--- src/rtl/if_fetch_ctrl_if.sv ---
// Fetch-control bundle between hazard/EX-MEM side and PC/IF-ID side.
// slave: the fetch sequencer; master: the pipeline around it.
interface if_fetch_ctrl_if #(
  parameter int CNT_W = 16
);
  logic             ex_mem_pcsrc;
  logic [31:0]      ex_mem_npc;
  logic             id_stall;
  logic [31:0]      pc;
  logic [31:0]      npc;
  logic             pc_sel;
  logic             pc_we;
  logic             if_id_we;
  logic             if_id_flush;
  logic             fetch_valid;
  logic [CNT_W-1:0] redirect_cnt;
  logic [CNT_W-1:0] stall_cnt;
  logic             stall_err;

  modport master (
    output ex_mem_pcsrc, ex_mem_npc, id_stall,
    input  pc, npc, pc_sel, pc_we, if_id_we,
    input  if_id_flush, fetch_valid,
    input  redirect_cnt, stall_cnt, stall_err
  );

  modport slave (
    input  ex_mem_pcsrc, ex_mem_npc, id_stall,
    output pc, npc, pc_sel, pc_we, if_id_we,
    output if_id_flush, fetch_valid,
    output redirect_cnt, stall_cnt, stall_err
  );
endinterface

--- src/rtl/if_fetch_ctrl.sv ---
// Fetch sequencer: owns PC, boot hold-off, stall/redirect control, counters.
// Ports: clk, rst (sync, active high), bus (if_fetch_ctrl_if.slave).
module if_fetch_ctrl #(
  parameter logic [31:0] RESET_PC    = 32'h0000_0000,
  parameter int          BOOT_WAIT   = 2,
  parameter int          STALL_LIMIT = 16,
  parameter int          CNT_W       = 16
) (
  input logic            clk,
  input logic            rst,
  if_fetch_ctrl_if.slave bus
);

  typedef enum logic {BOOT, RUN} state_t;

  localparam int BW = (BOOT_WAIT > 0) ?
                      $clog2(BOOT_WAIT + 1) : 1;
  localparam int RW = $clog2(STALL_LIMIT + 1);
  localparam logic [RW-1:0] RLIM = RW'(STALL_LIMIT);
  localparam logic [BW-1:0] BINI = BW'(BOOT_WAIT);
  // Zero boot wait skips BOOT entirely.
  localparam state_t RST_ST =
    (BOOT_WAIT == 0) ? RUN : BOOT;

  state_t           state_q;
  logic [31:0]      pc_q;
  logic [BW-1:0]    boot_ctr_q;
  logic [CNT_W-1:0] redirect_cnt_q;
  logic [CNT_W-1:0] stall_cnt_q;
  logic [RW-1:0]    stall_run_q;
  logic [RW-1:0]    stall_run_d;
  logic             stall_err_q;

  logic redir, stall;
  logic pc_sel, pc_we, if_id_we;
  logic if_id_flush, fetch_valid;

  // Mealy decode; rst and BOOT share the flush-hold pattern.
  always_comb begin
    redir       = 1'b0;
    stall       = 1'b0;
    pc_sel      = 1'b0;
    pc_we       = 1'b0;
    if_id_we    = 1'b1;
    if_id_flush = 1'b1;
    fetch_valid = 1'b0;
    if (!rst && state_q == RUN) begin
      if (bus.ex_mem_pcsrc) begin
        redir  = 1'b1;
        pc_sel = 1'b1;
        pc_we  = 1'b1;
      end else if (bus.id_stall) begin
        stall       = 1'b1;
        if_id_we    = 1'b0;
        if_id_flush = 1'b0;
      end else begin
        pc_we       = 1'b1;
        if_id_flush = 1'b0;
        fetch_valid = 1'b1;
      end
    end
  end

  always_comb begin
    stall_run_d = stall_run_q;
    if (redir)
      stall_run_d = '0;
    else if (stall)
      stall_run_d = (stall_run_q == RLIM) ?
                    stall_run_q : stall_run_q + 1'b1;
    else if (state_q == RUN)
      stall_run_d = '0;
  end

  always_ff @(posedge clk) begin
    if (rst) begin
      state_q        <= RST_ST;
      pc_q           <= RESET_PC;
      boot_ctr_q     <= BINI;
      redirect_cnt_q <= '0;
      stall_cnt_q    <= '0;
      stall_run_q    <= '0;
      stall_err_q    <= 1'b0;
    end else begin
      stall_run_q <= stall_run_d;
      case (state_q)
        BOOT: begin
          if (boot_ctr_q != '0)
            boot_ctr_q <= boot_ctr_q - 1'b1;
          // Leave on the edge where the count hits zero.
          if (boot_ctr_q <= BW'(1))
            state_q <= RUN;
        end
        default: begin
          if (redir) begin
            pc_q <= bus.ex_mem_npc;
            if (!(&redirect_cnt_q))
              redirect_cnt_q <= redirect_cnt_q + 1'b1;
          end else if (stall) begin
            if (!(&stall_cnt_q))
              stall_cnt_q <= stall_cnt_q + 1'b1;
            if (stall_run_d == RLIM)
              stall_err_q <= 1'b1;
          end else begin
            pc_q <= pc_q + 32'd4;
          end
        end
      endcase
    end
  end

  assign bus.pc           = pc_q;
  assign bus.npc          = pc_q + 32'd4;
  assign bus.pc_sel       = pc_sel;
  assign bus.pc_we        = pc_we;
  assign bus.if_id_we     = if_id_we;
  assign bus.if_id_flush  = if_id_flush;
  assign bus.fetch_valid  = fetch_valid;
  assign bus.redirect_cnt = redirect_cnt_q;
  assign bus.stall_cnt    = stall_cnt_q;
  assign bus.stall_err    = stall_err_q;

endmodule

--- src/flat_wrapper.sv ---
// flat-port wrapper written by rule: the top's interface ports become plain ports
module if_fetch_ctrl_flat 
#(
  parameter logic [31:0] RESET_PC    = 32'h0000_0000,
  parameter int          BOOT_WAIT   = 2,
  parameter int          STALL_LIMIT = 16,
  parameter int          CNT_W       = 16
)
  (clk, rst, bus_ex_mem_pcsrc, bus_ex_mem_npc, bus_id_stall, bus_pc, bus_npc, bus_pc_sel, bus_pc_we, bus_if_id_we, bus_if_id_flush, bus_fetch_valid, bus_redirect_cnt, bus_stall_cnt, bus_stall_err);
  if_fetch_ctrl_if #(.CNT_W(CNT_W)) bus_i ();
  input logic clk;
  input logic rst;
  input wire logic [$bits(bus_i.ex_mem_pcsrc)-1:0] bus_ex_mem_pcsrc;
  input wire logic [$bits(bus_i.ex_mem_npc)-1:0] bus_ex_mem_npc;
  input wire logic [$bits(bus_i.id_stall)-1:0] bus_id_stall;
  output wire logic [$bits(bus_i.pc)-1:0] bus_pc;
  output wire logic [$bits(bus_i.npc)-1:0] bus_npc;
  output wire logic [$bits(bus_i.pc_sel)-1:0] bus_pc_sel;
  output wire logic [$bits(bus_i.pc_we)-1:0] bus_pc_we;
  output wire logic [$bits(bus_i.if_id_we)-1:0] bus_if_id_we;
  output wire logic [$bits(bus_i.if_id_flush)-1:0] bus_if_id_flush;
  output wire logic [$bits(bus_i.fetch_valid)-1:0] bus_fetch_valid;
  output wire logic [$bits(bus_i.redirect_cnt)-1:0] bus_redirect_cnt;
  output wire logic [$bits(bus_i.stall_cnt)-1:0] bus_stall_cnt;
  output wire logic [$bits(bus_i.stall_err)-1:0] bus_stall_err;
  assign bus_i.ex_mem_pcsrc = bus_ex_mem_pcsrc;
  assign bus_i.ex_mem_npc = bus_ex_mem_npc;
  assign bus_i.id_stall = bus_id_stall;
  assign bus_pc = bus_i.pc;
  assign bus_npc = bus_i.npc;
  assign bus_pc_sel = bus_i.pc_sel;
  assign bus_pc_we = bus_i.pc_we;
  assign bus_if_id_we = bus_i.if_id_we;
  assign bus_if_id_flush = bus_i.if_id_flush;
  assign bus_fetch_valid = bus_i.fetch_valid;
  assign bus_redirect_cnt = bus_i.redirect_cnt;
  assign bus_stall_cnt = bus_i.stall_cnt;
  assign bus_stall_err = bus_i.stall_err;
  if_fetch_ctrl #(.RESET_PC(RESET_PC), .BOOT_WAIT(BOOT_WAIT), .STALL_LIMIT(STALL_LIMIT), .CNT_W(CNT_W)) u_core (.clk(clk), .rst(rst), .bus(bus_i));
endmodule
--- config.mk ---
export PLATFORM = sky130hd
export DESIGN_NAME = if_fetch_ctrl_flat
export DESIGN_NICKNAME = d
export VERILOG_FILES = /design/src/rtl/if_fetch_ctrl_if.sv /design/src/rtl/if_fetch_ctrl.sv /design/src/flat_wrapper.sv
export SDC_FILE = /design/constraint.sdc
export NUM_CORES = 1
export LEC_CHECK = 0
export CAP_MARGIN = 15
export CORE_MARGIN = 4
export CORE_UTILIZATION = 45
export CTS_CLUSTER_DIAMETER = 40
export DETAILED_ROUTE_END_ITERATION = 6
export GPL_TIMING_DRIVEN = 0
export PLACE_DENSITY = 0.82
export SLEW_MARGIN = 20
export SYNTH_ARGS = -nofsm -noshare
export SYNTH_HDL_FRONTEND = slang
export SYNTH_SLANG_ARGS = --single-unit
--- constraint.sdc ---
create_clock -name clk -period 2.25 [get_ports clk]
set_input_delay 0.45 -clock clk [delete_from_list [all_inputs] [get_ports clk]]
set_output_delay 0.45 -clock clk [all_outputs]
set_load 0.1 [all_outputs]
==> summary.log, run 1 <==
qor: critical_path.critPathCaptureType output pin
qor: power_and_ir_drop.combPwrFrac 0.508
qor: clock_tree.cts_tree built
qor: power_and_ir_drop.clock_power_share 0.209
qor: synth.netlist_top_cells_area sky130_fd_sc_hd__dfxtp_1, sky130_fd_sc_hd__xnor2_1, sky130_fd_sc_hd__nor2_1, sky130_fd_sc_hd__xor2_1, sky130_fd_sc_hd__nand2_1
qor: synth.synth_area_per_cell 8.120 µm²
qor: clock_tree.cts_inserted_buffers 9
qor: power_and_ir_drop.power.leakage 3.198 nW
qor: timing.final.setup.tns -4047 ps
qor: clock_tree.level_count_of_the_clock_h_tree 3
qor: synth.primary_flip_flop_cell_chosen_by_synthesis_mapping sky130_fd_sc_hd__dfxtp_1
qor: route.wire_per_inst 20.99 µm
qor: layout.stdcell_count 840
qor: timing.layout_worst_path_cycle_share 1.155
qor: run_status.status finished with violations
qor: route.remaining_routing_drc_violations 0
qor: critical_path.cp.required 1800 ps
qor: global_routing.grt_pass1_wl 25.10 mm
qor: place.place_area 6415 µm²
qor: layout.share_of_layout_cells_above_drive_strength_1 0.3237
qor: run.cap_viol_max_count 0
qor: synth.synth-edff-count 0
qor: synth.synth.largest_area_cell sky130_fd_sc_hd__dfxtp_1
qor: global_routing.grt_max_degree 14
qor: timing.grt_setup_unrepaired true
qor: floorplan.fp-row-count 35
qor: floorplan.io-pin-count 138
qor: place.place_worst_setup_slack -1744 ps
qor: timing.max-slew-margin-rel 0.3294
qor: timing.worst_hold_slack 466.0 ps
qor: global_routing.antenna_found_initial 0
qor: clock_tree.clk-insertion-delay-late 360 ps
qor: floorplan.core_region_area 9196 µm²
qor: synth.synthDominantCellAreaShare 0.3468
qor: layout.final_non_filler_cell_area 7487 µm²
qor: power_and_ir_drop.cell_internal_pwr 3.052 mW
qor: power_and_ir_drop.power.density 807.0 nW/µm²
qor: critical_path.critPathMaxFanout 7
qor: place.detailed_place_hpwl 10.31 mm
qor: floorplan.initial_core_util 0.4582
qor: power_and_ir_drop.irDropWorstVdd 0.6435 mV
qor: layout.insertedDiodeCount 0
qor: synth.part_of_the_yosys_area_used_for_sequential_elements 0.3468
qor: synth.yosys_register_bits 73
qor: global_routing.number_of_global_route_vias_before_repair 5,082
qor: floorplan.die_width 104.8 µm
qor: synth.mappedNetlistArea 4214 µm²
qor: layout.final_nets 767
qor: synth.synth-warning-count 0
qor: run_status.violations negative setup slack
qor: place.dpl.cell_count 766
qor: route.first_iter_violations 423
qor: timing.layout_min_cycle_time 2598 ps
qor: place.globalplace.congestion 0.8973
qor: clock_tree.max-clock-path-buffers 2
qor: synth.asyncSetResetFlopFracSynth 0
qor: timing.fmax 0.3849 GHz
qor: clock_tree.cts_hold_buffers 0
qor: synth.synth_cell_type_count 64
qor: route.vias 5,204
qor: route.vias_per_cell 6.195
qor: timing.worst_slew_pin_slew 1010 ps
qor: power_and_ir_drop.sw_frac_of_total 0.4949
qor: floorplan.design.die.area 10,980 µm²
qor: route.drtAntennaViolNets 0
qor: timing.hold_viol 0
qor: timing.timing.clock.skew 25.93 ps
qor: floorplan.overall_die_height 104.8 µm
qor: place.io_buffer_count 136
qor: global_routing.grt-ovfl-total 0
qor: timing.setup_slack -348.2 ps
qor: timing.total_setup_violations_reported_at_the_end_of_the_flow 21
qor: critical_path.worst_ep_arrival_time 2150 ps
qor: route.postRouteWirelength 17.63 mm
qor: critical_path.worst_setup_start_kind register
qor: clock_tree.clockRootBuffer sky130_fd_sc_hd__clkbuf_8
qor: layout.area_delta_synth_final 77.67%
qor: route.drt-pass1-iter-count 5
qor: power_and_ir_drop.power.share.sequential 0.283
qor: power_and_ir_drop.power.switching 2.990 mW
qor: critical_path.criticalPathCategory register to output pin
qor: clock_tree.cts.sink_count 73
qor: synth.synthesis.nets 562
qor: synth.gate_count_of_the_mapped_netlist 519
qor: global_routing.grtUsageTotal 0.2784
qor: timing.slew_viol_final 0
qor: worst_hold_path.timing.hold.worst.class register to register
qor: clock_tree.clkTransAtPathRegs 90 ps
-- per-layer routing --
metal,track usage,vias up,part of all wire
li1,-,2306,-
met1,0.3250,2437,0.36
met2,0.4849,359,0.49
met3,0.05744,102,0.094
met4,0.1331,0,0.052
met5,0,-,0
-- kinds of logic (layout without fill, tap and decap cells) --
kind of cell	Yosys count	after routing	synth area share
buffers and inverters	45	255	0.04335
AO/OA/AOI/OAI	119	119	0.1960
flip-flops	73	73	0.3468
AND/OR/NAND/NOR	214	214	0.2645
multiplexers	6	6	0.01425
adder cells (fa/ha/maj)	7	7	0.02078
XOR/XNOR	55	55	0.1143
-- through the flow --
stage | power (mW) | utilization
2_1_floorplan | 3.839 | -
3_3_place_gp | 4.434 | 0.6976
4_1_cts | 5.902 | 0.7859
3_5_place_dp | 4.489 | 0.6976
5_1_grt | 6.196 | 0.8142
6_report | 6.042 | 0.8142
-- power by group through the flow --
stage,clock [mW],sequential [mW],combinational (mW)
3_5_place_dp,0,1.69,2.80
2_1_floorplan,0,2.36,1.48
3_3_place_gp,0,1.67,2.76
6_report,1.26,1.71,3.07
4_1_cts,1.25,1.66,2.99
5_1_grt,1.33,1.73,3.14
-- cell usage in the layout (no fill, tap or decap), drive strengths merged, types with 6 or more instances in the layout --
cell type / n
mux2i: 6
inv: 16
o311ai: 7
dlygate4sd2: 66
nor2: 59
nor3: 8
nand2: 49
o211ai: 10
nand3: 31
dfxtp: 73
o21ai: 22
xor2: 22
buf: 104
o31ai: 8
clkbuf: 30
a21oi: 21
or3: 9
xnor2: 33
a22oi: 15
clkdlybuf4s50: 32
nand4: 20
ha: 7
and3: 10
-- path summary, 6_finish.rpt --
kind	startpoint	endpoint	slack [ps]	cells past startpoint
worst min-delay path	u_core.boot_ctr_q[1]	u_core.state_q	470	1
worst min register to register	u_core.boot_ctr_q[1]	u_core.state_q	470	1
worst max-delay path	u_core.bus.pc[2]	bus_npc[20]	-350	6
worst max register to register	u_core.bus.pc[2]	u_core.bus.pc[16]	70	10
-- repair_timing --
action | CTS | global route
resized for setup | 372 | 35
buffers inserted | 36 | 28
pin swaps | 26 | 28
endpoints found under the setup margin | 119 | 33
gates cloned | 0 | 0
endpoints found under the hold margin | 0 | 0
-- synth_stat cells, types with 6 or more instances --
library cell / instances
sky130_fd_sc_hd__a21oi_1: 21
sky130_fd_sc_hd__a22oi_1: 15
sky130_fd_sc_hd__and3_1: 8
sky130_fd_sc_hd__clkbuf_1: 17
sky130_fd_sc_hd__dfxtp_1: 73
sky130_fd_sc_hd__ha_1: 7
sky130_fd_sc_hd__inv_1: 14
sky130_fd_sc_hd__mux2i_1: 6
sky130_fd_sc_hd__nand2_1: 49
sky130_fd_sc_hd__nand3_1: 30
sky130_fd_sc_hd__nand4_1: 17
sky130_fd_sc_hd__nor2_1: 59
sky130_fd_sc_hd__nor3_1: 8
sky130_fd_sc_hd__o211ai_1: 10
sky130_fd_sc_hd__o21ai_0: 21
sky130_fd_sc_hd__o31ai_1: 8
sky130_fd_sc_hd__or3_1: 9
sky130_fd_sc_hd__xnor2_1: 33
sky130_fd_sc_hd__xor2_1: 22
-- layout make-up --
cell class	count	area [µm²]
Tap cell	111	138.9
Inverter	17	68.82
Sequential cell	73	1567
Clock buffer	14	206.4
Multi-Input combinational cell	401	3332
Timing Repair Buffer	200	2023
Fill cell	536	1709
Buffer	22	112.6
Clock inverter	2	38.79
-- flip-flops by register name, summed over array words and instances, names as in the netlist --
signal and count:
u_core.bus.redirect_cnt 16, u_core.bus.stall_err 1, u_core.state_q 1, u_core.boot_ctr_q 2
u_core.stall_run_q 5, u_core.bus.pc 32, u_core.bus.stall_cnt 16
-- worst max-delay path, stage by stage (launching register included) --
cell	delay, ps
sky130_fd_sc_hd__dfxtp_4	410
sky130_fd_sc_hd__ha_4	180
sky130_fd_sc_hd__and3_4	210
sky130_fd_sc_hd__nand4_4	120
sky130_fd_sc_hd__or3_4	460
sky130_fd_sc_hd__xnor2_4	200
sky130_fd_sc_hd__buf_12	200
(Power assumes the default switching activity.)
==> inputs of run 2 (changes only) <==
--- a/config.mk
+++ b/config.mk
@@ -5,13 +5,14 @@
 export SDC_FILE = /design/constraint.sdc
 export NUM_CORES = 1
 export LEC_CHECK = 0
+export ABC_AREA = 1
 export CAP_MARGIN = 15
 export CORE_MARGIN = 4
 export CORE_UTILIZATION = 45
 export CTS_CLUSTER_DIAMETER = 40
 export DETAILED_ROUTE_END_ITERATION = 6
 export GPL_TIMING_DRIVEN = 0
-export PLACE_DENSITY = 0.82
+export PLACE_DENSITY = 0.8
 export SLEW_MARGIN = 20
 export SYNTH_ARGS = -nofsm -noshare
 export SYNTH_HDL_FRONTEND = slang
==> run 2 against run 1 <==
Net effect:
- the run still ends with negative setup slack left
- largest power group unchanged
- clock power decreased by 13%
- die area grew 11%
- fmax up 11%
- critical endpoint is now bus_npc[28]
- critical path type unchanged
- non-clock buffer count is 28 lower
- worst setup slack better by 270 ps
- clock-buffer cell count is 2 lower
- area after synthesis rose by 12%
- hold slack lost 92 ps
==> summary.log, run 2 <==
qor: run_status.status finished with violations
qor: run_status.violations negative setup slack
qor: critical_path.critPathMaxFanout 5
qor: clock_tree.max-clock-path-buffers 2
qor: place.detailed_place_hpwl 11.70 mm
qor: global_routing.number_of_global_route_vias_before_repair 4,986
qor: timing.final.setup.tns -308.0 ps
qor: route.drt-pass1-iter-count 5
qor: layout.commonest_non_fill_non_tap_cells_in_the_layout sky130_fd_sc_hd__nand2_1, sky130_fd_sc_hd__a21oi_1, sky130_fd_sc_hd__dlygate4sd2_1
qor: synth.mappedNetlistArea 4703 µm²
qor: power_and_ir_drop.combPwrFrac 0.658
qor: timing.fmax 0.4288 GHz
qor: layout.insertedDiodeCount 0
qor: clock_tree.level_count_of_the_clock_h_tree 3
qor: critical_path.worst_setup_start_kind register
qor: critical_path.criticalPathCategory register to output pin
qor: synth.part_of_the_yosys_area_used_for_sequential_elements 0.3107
qor: clock_tree.cts_inserted_buffers 9
qor: timing.layout_min_cycle_time 2332 ps
qor: power_and_ir_drop.power.share.sequential 0.224
qor: timing.slew_viol_final 0
qor: floorplan.design.die.area 12,150 µm²
qor: power_and_ir_drop.power.switching 5.392 mW
qor: clock_tree.cts_tree built
qor: clock_tree.cts_hold_buffers 0
qor: timing.worst_slew_pin_slew 1031 ps
qor: route.drtAntennaViolNets 0
qor: floorplan.initial_core_util 0.4597
qor: global_routing.grt_pass1_wl 24.14 mm
qor: floorplan.io-pin-count 138
qor: place.globalplace.congestion 0.9807
qor: synth.netlist_top_cells_area sky130_fd_sc_hd__dfxtp_1, sky130_fd_sc_hd__nand2_1, sky130_fd_sc_hd__a21oi_1, sky130_fd_sc_hd__nor2_1, sky130_fd_sc_hd__o21ai_0
qor: run.cap_viol_max_count 0
qor: floorplan.overall_die_height 110.2 µm
qor: timing.setup_slack -82.28 ps
qor: layout.share_of_layout_cells_above_drive_strength_1 0.2699
qor: clock_tree.clkTransAtPathRegs 80 ps
qor: power_and_ir_drop.power.density 1232 nW/µm²
qor: critical_path.critPathCaptureType output pin
qor: power_and_ir_drop.irDropWorstVdd 1.429 mV
qor: power_and_ir_drop.power.leakage 3.182 nW
qor: route.vias_per_cell 5.331
qor: synth.synth.top_cells.by_count sky130_fd_sc_hd__nand2_1, sky130_fd_sc_hd__a21oi_1, sky130_fd_sc_hd__dfxtp_1, sky130_fd_sc_hd__nor2_1, sky130_fd_sc_hd__inv_1
qor: synth.synth-warning-count 0
qor: synth.gate_count_of_the_mapped_netlist 710
qor: floorplan.die_width 110.2 µm
qor: synth.synth_area_per_cell 6.624 µm²
qor: route.wire_per_inst 15.76 µm
qor: synth.asyncSetResetFlopFracSynth 0
qor: route.postRouteWirelength 16.21 mm
qor: synth.synthesized_area_fraction_occupied_by_and_or_nand_nor_cells 0.3653
qor: worst_hold_path.timing.hold.worst.class input pin to register
qor: synth.synth_cell_type_count 35
qor: power_and_ir_drop.sw_frac_of_total 0.5891
qor: power_and_ir_drop.clock_power_share 0.119
qor: clock_tree.cts.sink_count 73
qor: place.io_buffer_count 136
qor: synth.yosys_register_bits 73
qor: critical_path.cp.required 1800 ps
qor: layout.final_common_cell sky130_fd_sc_hd__nand2_1
qor: route.first_iter_violations 315
qor: power_and_ir_drop.design_power_total 9.153 mW
qor: synth.synthMuxAreaShare 0
qor: synth.synth.largest_area_cell sky130_fd_sc_hd__dfxtp_1
qor: clock_tree.clk-insertion-delay-late 360 ps
qor: synth.yosys.area_share.adder 0.01862
qor: layout.final_nets 931
qor: global_routing.grt-ovfl-total 0
qor: global_routing.grt_max_degree 20
qor: timing.grt_setup_unrepaired true
qor: route.vias 5,486
qor: synth.synth_xor_area_frac 0.07183
qor: timing.hold_viol 0
qor: synth.synthDominantCellAreaShare 0.3107
qor: layout.largest_reg_flops 32
qor: critical_path.worst_ep_arrival_time 1880 ps
qor: synth.synthesis.nets 753
qor: timing.total_setup_violations_reported_at_the_end_of_the_flow 7
qor: synth.most_instantiated_library_cell_after_synthesis sky130_fd_sc_hd__nand2_1
qor: timing.max-slew-margin-rel 0.3156
qor: synth.primary_flip_flop_cell_chosen_by_synthesis_mapping sky130_fd_sc_hd__dfxtp_1
qor: synth.synth-edff-count 0
qor: timing.layout_worst_path_cycle_share 1.037
qor: floorplan.core_region_area 10,230 µm²
qor: floorplan.fp-row-count 37
qor: layout.area_delta_synth_final 57.94%
qor: timing.timing.clock.skew 9.578 ps
qor: synth.synth_compound_area_frac 0.1466
qor: clock_tree.clockRootBuffer sky130_fd_sc_hd__clkbuf_8
qor: route.remaining_routing_drc_violations 0
qor: power_and_ir_drop.cell_internal_pwr 3.761 mW
qor: synth.largest_family_of_logic_cells_by_synthesized_area simple AND/OR/NAND/NOR gates
qor: global_routing.antenna_found_initial 0
qor: global_routing.grtUsageTotal 0.2515
==> run 2: layout make-up <==
type	count	area (µm²)
buffer	26	177.7
tap	136	170.2
fill	827	2803
inverter	58	224.0
sequential	73	1545
timing repair buffer	168	1744
multi-input combinational	552	3361
clock buffer	12	176.4
clock inverter	4	30.03
==> run 2: timing repair <==
action / CTS / global route
gates resized for setup: 316 / 67
setup endpoints to repair: 102 / 29
setup buffers: 1 / 31
pin swaps: 6 / 31
endpoints found under the hold margin: 0 / 0
==> run 2: path summary, 6_finish.rpt <==
kind | slack (ps) | endpoint | cells past startpoint | from
max | -80 | bus_npc[28] | 9 | u_core.bus.pc[2]
min | 370 | u_core.boot_ctr_q[1] | 3 | rst
max reg2reg | 420 | u_core.bus.pc[24] | 7 | u_core.state_q
min reg2reg | 450 | u_core.bus.stall_err | 2 | u_core.bus.stall_err
==> run 2: routing by layer <==
| layer | part of all wire | global-route usage | up-vias | wire length [µm] |
|---|---|---|---|---|
| li1 | - | - | 2648 | - |
| met1 | 0.42 | 0.3271 | 2575 | 6733 |
| met2 | 0.50 | 0.4246 | 230 | 8082 |
| met3 | 0.064 | 0.04426 | 33 | 1044 |
| met4 | 0.022 | 0.07916 | 0 | 352 |
| met5 | 0 | 0 | - | 0 |
==> run 2: power groups by stage <==
stage               Clock [mW]  Sequential [mW]  Combinational, mW
floorplan                    0             3.53               2.81
global placement             0             2.08               5.43
detailed placement           0             2.10               5.49
CTS                       1.10             2.06               5.63
global route              1.16             2.08               6.23
finish                    1.09             2.05               6.02
==> run 2: metrics by stage <==
step	util	setup slack (ps)	area, µm²	instances	hold slack [ps]
finish	0.7261	-82.28	7428	1029	374.4
global route	0.7261	-178.7	7428	1029	383.1
CTS	0.6834	-160.0	6992	998	369.5
detailed placement	0.6543	-1001	6694	982	448.9
global placement	0.6543	-982.8	6694	982	444.4
floorplan	-	-147.2	5162	710	441.6
==> run 2: worst max-delay path, stage by stage, from the launching register on <==
cell                      delay [ps]
sky130_fd_sc_hd__dfxtp_4         400
sky130_fd_sc_hd__ha_4            180
sky130_fd_sc_hd__nand2_4          60
sky130_fd_sc_hd__nor2_4          150
sky130_fd_sc_hd__nand3_4         110
sky130_fd_sc_hd__nor2_4          210
sky130_fd_sc_hd__nand2_1          90
sky130_fd_sc_hd__nand2_2          80
sky130_fd_sc_hd__nand2_4          70
sky130_fd_sc_hd__buf_12          160
==> run 2: logic make-up (layout without fill, tap and decap cells) <==
group | Yosys count | in the layout
AOI/OAI and AO/OA | 133 | 133
xor gates and xnor gates | 36 | 36
adders and majority gates | 7 | 7
buffers and inverters | 85 | 268
DFF | 73 | 73
and+or+nand+nor | 376 | 376
==> inputs of run 3 (changes only) <==
--- a/config.mk
+++ b/config.mk
@@ -12,6 +12,7 @@
 export CTS_CLUSTER_DIAMETER = 40
 export DETAILED_ROUTE_END_ITERATION = 6
 export GPL_TIMING_DRIVEN = 0
+export MAX_ROUTING_LAYER = met4
 export PLACE_DENSITY = 0.8
 export SLEW_MARGIN = 20
 export SYNTH_ARGS = -nofsm -noshare
==> run 3 against run 2 <==
Net effect:
- the flow still finishes with violations (negative setup slack)
- wire length grew 2.2%
- via count is 1.1% higher
- critical path depth fell by 1
- fmax decreased by 2.2%
- non-clock buffer count is the same
- global-route usage up 1.9 points
- combinational power down 0.7%
- utilization rose by 0.62 points
- largest cell class unchanged
- largest power group unchanged
==> summary.log, run 3 (same netlist as run 2, synthesis figures left out) <==
qor: run_status.status finished with violations
qor: run_status.violations negative setup slack
qor: clock_tree.max-clock-path-buffers 2
qor: timing.fmax 0.4195 GHz
qor: layout.stdcell_count 1,028
qor: route.wire_per_inst 16.11 µm
qor: timing.total_setup_violations_reported_at_the_end_of_the_flow 15
qor: layout.share_of_layout_cells_above_drive_strength_1 0.2747
qor: worst_hold_path.timing.hold.worst.class input pin to register
qor: place.place_worst_setup_slack -997.6 ps
qor: timing.layout_worst_path_cycle_share 1.060
qor: clock_tree.cts_hold_buffers 0
qor: clock_tree.clk-insertion-delay-late 370 ps
qor: timing.worst_slew_pin_slew 1031 ps
qor: timing.setup_slack -133.9 ps
qor: global_routing.grt_max_degree 20
qor: critical_path.critical_path.slowest_cell sky130_fd_sc_hd__dfxtp_4
qor: power_and_ir_drop.design_power_total 9.157 mW
qor: floorplan.io-pin-count 138
qor: layout.finalCoreUtilization 0.7323
qor: clock_tree.cts_tree built
qor: floorplan.initial_core_util 0.4597
qor: clock_tree.cts_inserted_buffers 9
qor: critical_path.cp.required 1800 ps
qor: route.drtAntennaViolNets 0
qor: timing.max-slew-margin-rel 0.3156
qor: critical_path.worst_setup_start_kind register
qor: floorplan.design.die.area 12,150 µm²
qor: floorplan.core_region_area 10,230 µm²
qor: layout.filler_cells_inserted 774
qor: place.io_buffer_count 136
qor: global_routing.number_of_global_route_vias_before_repair 5,090
qor: place.detailed_place_hpwl 11.76 mm
qor: critical_path.critPathMaxFanout 5
qor: critical_path.critPathMaxStageDelay 400 ps
qor: global_routing.grt-ovfl-total 0
qor: route.vias 5,544
qor: floorplan.overall_die_height 110.2 µm
qor: critical_path.criticalPathCategory register to output pin
qor: layout.final_nets 931
qor: global_routing.grtUsageTotal 0.2708
qor: route.vias_per_cell 5.393
qor: power_and_ir_drop.power.density 1222 nW/µm²
qor: layout.insertedDiodeCount 0
qor: floorplan.die_width 110.2 µm
qor: place.globalplace.congestion 0.9948
qor: timing.worst_hold_slack 361.6 ps
qor: layout.multiInputGateArea 3397 µm²
qor: layout.final_non_filler_cell_area 7492 µm²
qor: critical_path.critPathCaptureType output pin
qor: floorplan.fp-row-count 37
qor: critical_path.worst_ep_arrival_time 1930 ps
qor: layout.area_delta_synth_final 59.30%
qor: global_routing.grt_pass1_wl 25.04 mm
qor: run.cap_viol_max_count 0
qor: layout.sequential_cell_area 1545 µm²
qor: timing.timing.clock.skew 8.915 ps
qor: critical_path.critical_path.top_delay_family simple AND/OR/NAND/NOR gates
qor: layout.largest_reg_flops 32
qor: place.dpl.cell_count 982
qor: route.first_iter_violations 379
qor: power_and_ir_drop.power.leakage 3.198 nW
qor: clock_tree.cts.sink_count 73
qor: route.postRouteWirelength 16.57 mm
qor: clock_tree.level_count_of_the_clock_h_tree 3
qor: place.place_area 6694 µm²
qor: global_routing.antenna_found_initial 0
qor: critical_path.critical_path.n_buffers_inverters 1
qor: route.drt-pass1-iter-count 5
qor: route.remaining_routing_drc_violations 0
qor: timing.grt_setup_unrepaired true
qor: timing.final.setup.tns -992.2 ps
qor: critical_path.crit_chain ha_4 > nand2_4 > nor2_4 > nand3_4 > nor2_4 > nand3_2 > nand2_4 > buf_12
qor: timing.layout_min_cycle_time 2384 ps
qor: clock_tree.clockRootBuffer sky130_fd_sc_hd__clkbuf_8
qor: layout.final_common_cell sky130_fd_sc_hd__nand2_1
qor: clock_tree.clkTransAtPathRegs 80 ps
qor: layout.commonest_non_fill_non_tap_cells_in_the_layout sky130_fd_sc_hd__nand2_1, sky130_fd_sc_hd__a21oi_1, sky130_fd_sc_hd__dlygate4sd2_1
qor: power_and_ir_drop.irDropWorstVdd 1.133 mV
qor: timing.hold_viol 0
qor: timing.slew_viol_final 0
[run 3: cell count changes in the layout (fill, tap and decap cells not counted), moves of 2 or more]
| cell | previous run | this run |
|---|---|---|
| sky130_fd_sc_hd__buf_4 | 33 | 31 |
| sky130_fd_sc_hd__buf_12 | 22 | 24 |
| sky130_fd_sc_hd__inv_1 | 49 | 47 |
| sky130_fd_sc_hd__nand2_1 | 186 | 184 |
[run 3: layout make-up]
cell class,count,share of cell area
Clock buffer,13,0.02555
Timing Repair Buffer,168,0.2361
Multi-Input combinational cell,552,0.4534
Sequential cell,73,0.2062
Tap cell,136,0.02271
Buffer,26,0.02371
Inverter,58,0.03023
Clock inverter,2,0.002004
[run 3: worst min-delay path: stages]
cell	delay (ps)
sky130_fd_sc_hd__buf_4	140
sky130_fd_sc_hd__a21oi_1	40
sky130_fd_sc_hd__o21ai_0	60
[run 3: final timing paths]
path / from / to / slack [ps] / cells past startpoint
hold reg to reg: u_core.bus.stall_err / u_core.bus.stall_err / 450 / 2
setup reg to reg: u_core.state_q / u_core.bus.pc[31] / 450 / 6
setup / recovery: u_core.bus.pc[2] / bus_npc[28] / -130 / 8
hold / removal: rst / u_core.boot_ctr_q[1] / 360 / 3
[run 3: what timing repair did]
item / in CTS / in global routing
hold endpoints to repair: 0 / 0
resized for setup: 327 / 63
endpoints found under the setup margin: 102 / 24
pin swaps: 13 / 35
setup buffers: 9 / 23
[run 3: report_power, final]
group | internal [mW] | total, mW | leakage, nW | switching, mW
combinational | 1.59 | 5.98 | 2.48 | 4.39
sequential | 1.63 | 2.08 | 0.612 | 0.454
clock | 0.565 | 1.10 | 0.107 | 0.535
[run 3: per-layer routing]
layer	vias to the layer above	part of all wire	wire, µm	track usage
met1	2613	0.40	6640	0.3393
met4	0	0.029	478	0.1020
met2	249	0.50	8365	0.4519
met3	38	0.065	1080	0.02912
met5	-	0	0	-
li1	2644	-	-	-
